**config.mk**
```make
export PLATFORM = sky130hd
export DESIGN_NAME = pmu_pwr_seq
export DESIGN_NICKNAME = d
export VERILOG_FILES = /design/src/rtl/pmu_pwr_seq.sv
export SDC_FILE = /design/constraint.sdc
export NUM_CORES = 1
export LEC_CHECK = 0
export ABC_AREA = 1
export BUFFER_PORTS_ARGS = -buffer_cell sky130_fd_sc_hd__buf_2
export CORE_MARGIN = 2
export CORE_UTILIZATION = 50
export CTS_CLUSTER_SIZE = 24
export DETAILED_ROUTE_END_ITERATION = 10
export PLACE_DENSITY = 0.79
export SLEW_MARGIN = 20
export SYNTH_ARGS = -nofsm -noshare
export SYNTH_HDL_FRONTEND = slang
export SYNTH_SLANG_ARGS = --single-unit
```
**constraint.sdc**
```tcl
create_clock -name i_oclk -period 2.1 [get_ports i_oclk]
set_input_delay 0.21 -clock i_oclk [delete_from_list [all_inputs] [get_ports i_oclk]]
set_output_delay 0.21 -clock i_oclk [all_outputs]
set_load 0.03 [all_outputs]
```
**src/rtl/pmu_pwr_seq.sv**
```systemverilog
// Power-management sequencer for a switchable core domain.
// Walks the domain down (clock off, isolate, reset, power off) on a sleep
// request, and back up in reverse order on a wake event, with per-step hold
// times and a bounded wait for the power-switch acknowledge.
module pmu_pwr_seq #(
    parameter int STEP_DLY = 3,
    parameter int ACK_TO   = 64
) (
    input  logic       i_oclk,
    input  logic       i_orstn,
    input  logic       i_sleep_req,
    input  logic       i_wake_evt,
    input  logic       i_pwr_ack,
    output logic       o_clk_en,
    output logic       o_iso_en,
    output logic       o_rst_n,
    output logic       o_pwr_en,
    output logic       o_sleep_ack,
    output logic [3:0] o_state,
    output logic       o_err
);

    typedef enum logic [3:0] {
        RUN     = 4'd0,
        CLK_OFF = 4'd1,
        ISO_ON  = 4'd2,
        RST_ON  = 4'd3,
        PWR_OFF = 4'd4,
        SLEEP   = 4'd5,
        PWR_ON  = 4'd6,
        RST_OFF = 4'd7,
        ISO_OFF = 4'd8,
        CLK_ON  = 4'd9
    } state_t;

    localparam logic [7:0] STEP_LAST = 8'(STEP_DLY - 1);
    localparam logic [7:0] ACK_LAST  = 8'(ACK_TO - 1);

    state_t     state;
    state_t     next_state;
    logic [7:0] cnt;
    logic       err;
    logic       set_err;
    logic       step_done;
    logic       ack_timeout;
    logic       abort_req;

    // A step is finished on the edge where it has been held STEP_DLY cycles.
    assign step_done   = (cnt == STEP_LAST);
    assign ack_timeout = (cnt == ACK_LAST);
    // Sleep is abandoned when the request drops or a wake event shows up.
    assign abort_req   = !i_sleep_req || i_wake_evt;

    // State register; unused codes fall back to RUN through next_state.
    always_ff @(posedge i_oclk) begin
        if (!i_orstn) begin
            state <= RUN;
        end else begin
            state <= next_state;
        end
    end

    // Residency counter: restarts on every state change, saturates at 255.
    always_ff @(posedge i_oclk) begin
        if (!i_orstn) begin
            cnt <= 8'd0;
        end else if (next_state != state) begin
            cnt <= 8'd0;
        end else if (cnt != 8'hFF) begin
            cnt <= cnt + 8'd1;
        end
    end

    // Sticky acknowledge-timeout flag, cleared only by reset.
    always_ff @(posedge i_oclk) begin
        if (!i_orstn) begin
            err <= 1'b0;
        end else if (set_err) begin
            err <= 1'b1;
        end
    end

    // Next-state logic: aborts beat step advance; power states wait on ack.
    always_comb begin
        next_state = state;
        set_err    = 1'b0;
        case (state)
            RUN: begin
                if (i_sleep_req && !i_wake_evt) next_state = CLK_OFF;
            end
            CLK_OFF: begin
                if (abort_req)      next_state = CLK_ON;
                else if (step_done) next_state = ISO_ON;
            end
            ISO_ON: begin
                if (abort_req)      next_state = ISO_OFF;
                else if (step_done) next_state = RST_ON;
            end
            RST_ON: begin
                if (abort_req)      next_state = RST_OFF;
                else if (step_done) next_state = PWR_OFF;
            end
            PWR_OFF: begin
                if (!i_pwr_ack) begin
                    next_state = SLEEP;
                end else if (ack_timeout) begin
                    next_state = SLEEP;
                    set_err    = 1'b1;
                end
            end
            SLEEP: begin
                if (abort_req) next_state = PWR_ON;
            end
            PWR_ON: begin
                if (i_pwr_ack) begin
                    next_state = RST_OFF;
                end else if (ack_timeout) begin
                    next_state = RST_OFF;
                    set_err    = 1'b1;
                end
            end
            RST_OFF: begin
                if (step_done) next_state = ISO_OFF;
            end
            ISO_OFF: begin
                if (step_done) next_state = CLK_ON;
            end
            CLK_ON: begin
                if (step_done) next_state = RUN;
            end
            default: next_state = RUN;
        endcase
    end

    // Moore output decode straight from the state register.
    always_comb begin
        o_clk_en    = 1'b1;
        o_iso_en    = 1'b0;
        o_rst_n     = 1'b1;
        o_pwr_en    = 1'b1;
        o_sleep_ack = 1'b0;
        case (state)
            CLK_OFF: begin
                o_clk_en = 1'b0;
            end
            ISO_ON: begin
                o_clk_en = 1'b0;
                o_iso_en = 1'b1;
            end
            RST_ON: begin
                o_clk_en = 1'b0;
                o_iso_en = 1'b1;
                o_rst_n  = 1'b0;
            end
            PWR_OFF: begin
                o_clk_en = 1'b0;
                o_iso_en = 1'b1;
                o_rst_n  = 1'b0;
                o_pwr_en = 1'b0;
            end
            SLEEP: begin
                o_clk_en    = 1'b0;
                o_iso_en    = 1'b1;
                o_rst_n     = 1'b0;
                o_pwr_en    = 1'b0;
                o_sleep_ack = 1'b1;
            end
            PWR_ON: begin
                o_clk_en = 1'b0;
                o_iso_en = 1'b1;
                o_rst_n  = 1'b0;
            end
            RST_OFF: begin
                o_clk_en = 1'b0;
                o_iso_en = 1'b1;
            end
            ISO_OFF: begin
                o_clk_en = 1'b0;
            end
            default: begin
                o_clk_en = 1'b1;
            end
        endcase
    end

    assign o_state = state;
    assign o_err   = err;

endmodule

```
; ---- After elaboration in Yosys (flattened, before gate mapping)
; Cells that the tools add are included.
[totals]
reg_bits = 13
out_inout_bits = 10
word_cells = 53
[classes]
n_addsub = 1
eq_ne = 13
muxes = 25
bitwise = 1
reduce_logical = 10
[ops]
columns = cell, count
row1 = two-way mux 4 bit, 15
row2 = case mux 4 bit (10 select lines), 1
row3 = equality test 4 x 3 -> 1 bit (second input constant), 4
row4 = adder 8 x 1 -> 8 bit (second input constant), 1
row5 = equality test 4 x 2 -> 1 bit (second input constant), 2
row6 = equality test 4 bit (second input constant), 2
row7 = equality test 8 x 2 -> 1 bit (second input constant), 1
row8 = equality test 8 x 6 -> 1 bit (second input constant), 1
row9 = two-way mux 1 bit, 8
row10 = != test 8 bit (second input constant), 1
row11 = OR reduction 8 bit, 1
row12 = OR reduction 6 bit, 1
row13 = equality test 4 x 1 -> 1 bit (second input constant), 1
row14 = zero test 4 bit, 1
row15 = != test 4 bit, 1
row16 = OR reduction 2 bit, 2
row17 = OR reduction 4 bit, 1
row18 = zero test 1 bit, 2
row19 = case mux 1 bit (2 select lines), 1
row20 = logical AND 1 bit, 1
row21 = logical OR 1 bit, 1
row22 = inverter 1 bit, 1

; ---- Logic depth before layout (Yosys ltp)
[depth]
word_depth = 6
depth_mapped = 15
mapped_depth_nobuf = 15

; ---- Worst setup path after synthesis
; OpenSTA, ideal clock, no wires.
[synth_timing]
path_kind = reg-to-reg
from = reg state[3] (netlist: o_state[3])
to = reg cnt[2]
setup_ns = 0.118
t_arrival_ns = 1.541
path_slack_ns = 0.442
stages_incl_launch_ff = 12
path_cell_list = dfxtp_1 -> nor2_4 -> nand2_2 -> clkinv_1 -> a21oi_1 -> nand2_1 -> nor2_1 -> nand2_1 -> nand2_1 -> inv_1 -> nand3_4 -> nor2_1
[synth_between]
elab_chain_cells = 5
word_cells_on_any_way = 28
classes_between = 10 x eq/ne / 16 x mux / 2 x reduce/logical
[synth_lines]
columns = element, line_no
row1 = from (decl), 39  ; state_t state;
row2 = from (signal assigned), 59  ; state <= next_state;
row3 = two-way mux 4 bit (on tied branches) (2 in a row), -
row4 = case mux 4 bit (10 select lines), 87  ; case (state)
row5 = != test 4 bit (*), 67  ; end else if (next_state != state) begin
row6 = OR reduction 2 bit (no line) (*), -
row7 = to (signal assigned), 70  ; cnt <= cnt + 8'd1;
row8 = to (decl), 41  ; logic [7:0] cnt;
; Every way passes the cells marked *; elsewhere a longest branch is shown, timed or not.
; A chain may end at the register's enable or synchronous reset.

; ---- Worst setup path after layout
[layout_timing]
from = reg cnt[0]
to = reg cnt[1]
[layout_between]
elab_chain_cells = 6
word_cells_on_any_way = 20
classes_between = 1 x add/sub / 4 x eq/ne / 14 x mux / 1 x reduce/logical
[layout_lines]
columns = element, line_no
row1 = equality test 8 x 6 -> 1 bit or equality test 8 x 2 -> 1 bit (tied branches), "50, 49"
row2 = two-way mux 4 bit (on tied branches) (2 in a row), -
row3 = case mux 4 bit (10 select lines), 87
row4 = != test 4 bit, 67
row5 = OR reduction 2 bit (no line), -
; Parallel ways exist; a longest one is shown, timed or not.

==> impl_metrics.csv <==
group,metric,value,unit
cts,cts_buffers,3,
placed_design,hpwlAfterDp,1.78,mm
finish,layout_commonest_cell,"nand2_1",
synth,synth_edf_count,0,
grt,overflow,0,
synth,netlist_area,0.00101,mm^2
placed_design,gp_congestion,1.02,
synth,synth_area_leaders,"dfxtp_1, nand2_1, nor2_1, inv_1, nand3_1",
floorplanning,die_x,49.0,um
critical_path,critical_path_required,2320,ps
routing,final_antenna_net_count,0,
critical_path,critPathCaptureType,"flip-flop",
cts,htreeDepth,1,
routing,num_vias,1085,
cts,cts_setup_buffers,0,
synth,ys_ff_latch,13,
routing,drt_pre_antenna_iters,4,
sta,finalSetupViolations,0,
synth,syn_inst,173,
synth,synth_nets,180,
cts,clkSinkCount,13,
sta,tns,0,ps
finish,final_nets,199,
floorplanning,core-area,0.00194,mm^2
floorplanning,pin_count,15,
floorplanning,initial_core_util,52.1,%
grt,antenna_found_initial,0,
cts,cts_resized,0,
critical_path,cp-start-kind,"flip-flop",
status,outcome,"finished, final reports clean",
grt,grt_first_pass_wirelength,4.00,mm
routing,viasPerCell,4.98,
sta,finalHoldViolations,0,
cts,cts-root-buf,"clkbuf_4",
floorplanning,row_count,16,
floorplanning,die_y,49.0,um
routing,routedWlPerCell,10.4,um
synth,yosysTopAreaCellShare,25.7,%
job,drv_cap,0,
routing,drt_iter0_markers,35,
power,power.density,506,mW/mm^2
cts,clockBufferDepth,2,
finish,layoutNonFillerInstCount,218,
synth,async_flop_share,0,%
finish,final_cell_mix,"nand2_1, nor2_1, inv_1, nand3_1, buf_2",
power,power_leakage,0.580,nW
synth,yosysWarningCount,0,
synth,synth.distinct_cells,24,
cts,holdBufCountCts,0,
sta,finalClockSkew,11.7,ps
finish,area_growth,13.0,%
grt,grt_pass1_vias,952,
synth,syn-mean-instance-area,5.84,um^2
placed_design,port_buffers,14,
routing,drc,0,
sta,rsz0062_at_grt,"no",
cts,insertion_delay,290,ps
floorplanning,die_area,0.00240,mm^2
cts,cts_tree,"yes",
sta,slew-limit-headroom,70.4,%
routing,wl,2.26,mm
synth,yosys.area.top_type,"dfxtp_1",
sta,drv_slew,0,
sta,finalCriticalPeriod,1800,ps
sta,fin_crit_sh,85.6,%
placed_design,place_area,0.00111,mm^2
finish,drive_above_1_share,18.8,%
grt,grt_max_degree,9,
critical_path,crit_type,"reg2reg",
finish,diodes,0,
synth,ys.flop_type,"dfxtp_1",
worst_hold_path,hold_class,"in2reg",
finish,design_area,0.00114,mm^2
cts,cts.clk_slew.worst_paths,100,ps
power,vdd_ir_drop_max,0.356,mV
critical_path,crit_fanout,8,
synth,synth.yosys.seq_area_share,25.7,%
placed_design,dp.cells,214,
sta,worst_slew_pin_slew,442,ps
critical_path,arrival,2020,ps
sta,fmax,556,MHz
grt,grt.total_usage,20.5,%
## flip-flops by register name (all words and copies together) (netlist names)
register  flops
cnt           8
o_state       4
o_err         1
## where the power goes
part / leakage [nW] / switching (mW) / total (mW) / internal, mW
combinational: 0.457 / 0.0899 / 0.134 / 0.0442
sequential: 0.105 / 0.0156 / 0.272 / 0.256
clock: 0.0177 / 0.101 / 0.171 / 0.0708
total: 0.580 / 0.206 / 0.578 / 0.371
## metal layers
| metal | up-vias | part of all wire [%] | track usage [%] |
|---|---|---|---|
| met5 | - | 0 | 0 |
| met4 | 0 | 0.31 | 6.67 |
| met3 | 2 | 5.9 | 2.45 |
| met2 | 34 | 44 | 29.7 |
| met1 | 480 | 50 | 31.3 |
| li1 | 569 | - | - |
## stage by stage
step	power (mW)	util [%]	hold slack, ps	worst slack, ps
5_1_grt	0.604	58.8	272	75.3
2_1_floorplan	0.379	-	383	442
6_report	0.578	58.8	249	303
3_3_place_gp	0.408	57.4	449	360
3_5_place_dp	0.411	57.4	470	351
4_1_cts	0.579	58.8	245	308
## logic make-up after synthesis
logic type | after synthesis | synth area share, %
XOR/XNOR | 4 | 3.46
AO/OA/AOI/OAI | 13 | 7.30
AND/OR/NAND/NOR | 112 | 50.2
adder cells (fa/ha/maj) | 2 | 2.47
flip-flops | 13 | 25.7
buffers and inverters | 29 | 10.8
## synth_stat cells, types with 2 or more instances
cell type   n
nand3_1    15
ha_1        2
dfxtp_1    13
nor2_1     38
nand2_2     3
xor2_1      4
o21ai_0     2
inv_2       4
o21ai_1     2
a31oi_1     2
clkinv_1    2
inv_1      23
nor3_1      2
nand4_1     2
a21oi_1     5
nor2_2      5
nand2_1    42
## layout make-up
class | count | area, um^2
clock buffer | 3 | 22.5
inverter | 29 | 109
sequential | 13 | 260
timing repair buffer | 14 | 70.1
fill | 198 | 800
multi-input combinational | 131 | 642
clock inverter | 1 | 5.00
tap | 27 | 33.8
## path summary, 6_finish.rpt
check / start / endpoint / slack (ps) / depth (start not counted)
worst max-delay path: cnt[0] / cnt[1] / 300 / 12
worst min-delay path: i_orstn / o_state[2] / 250 / 3
worst max register to register: cnt[0] / cnt[1] / 300 / 12
worst min register to register: o_err / o_err / 480 / 2
## critical path, cell delays in order, from the launching register on
cell and delay (ps):
dfxtp_1 360, ha_1 220, inv_1 120, nor2_1 90, nand2_1 110, nand3_1 80, nand2_1 80, clkinv_1 70
nor2_2 140, nand4_1 100, nand2_1 130, nand3_4 120, nor2_1 100
Note: power is estimated with default switching activity, not from simulation.
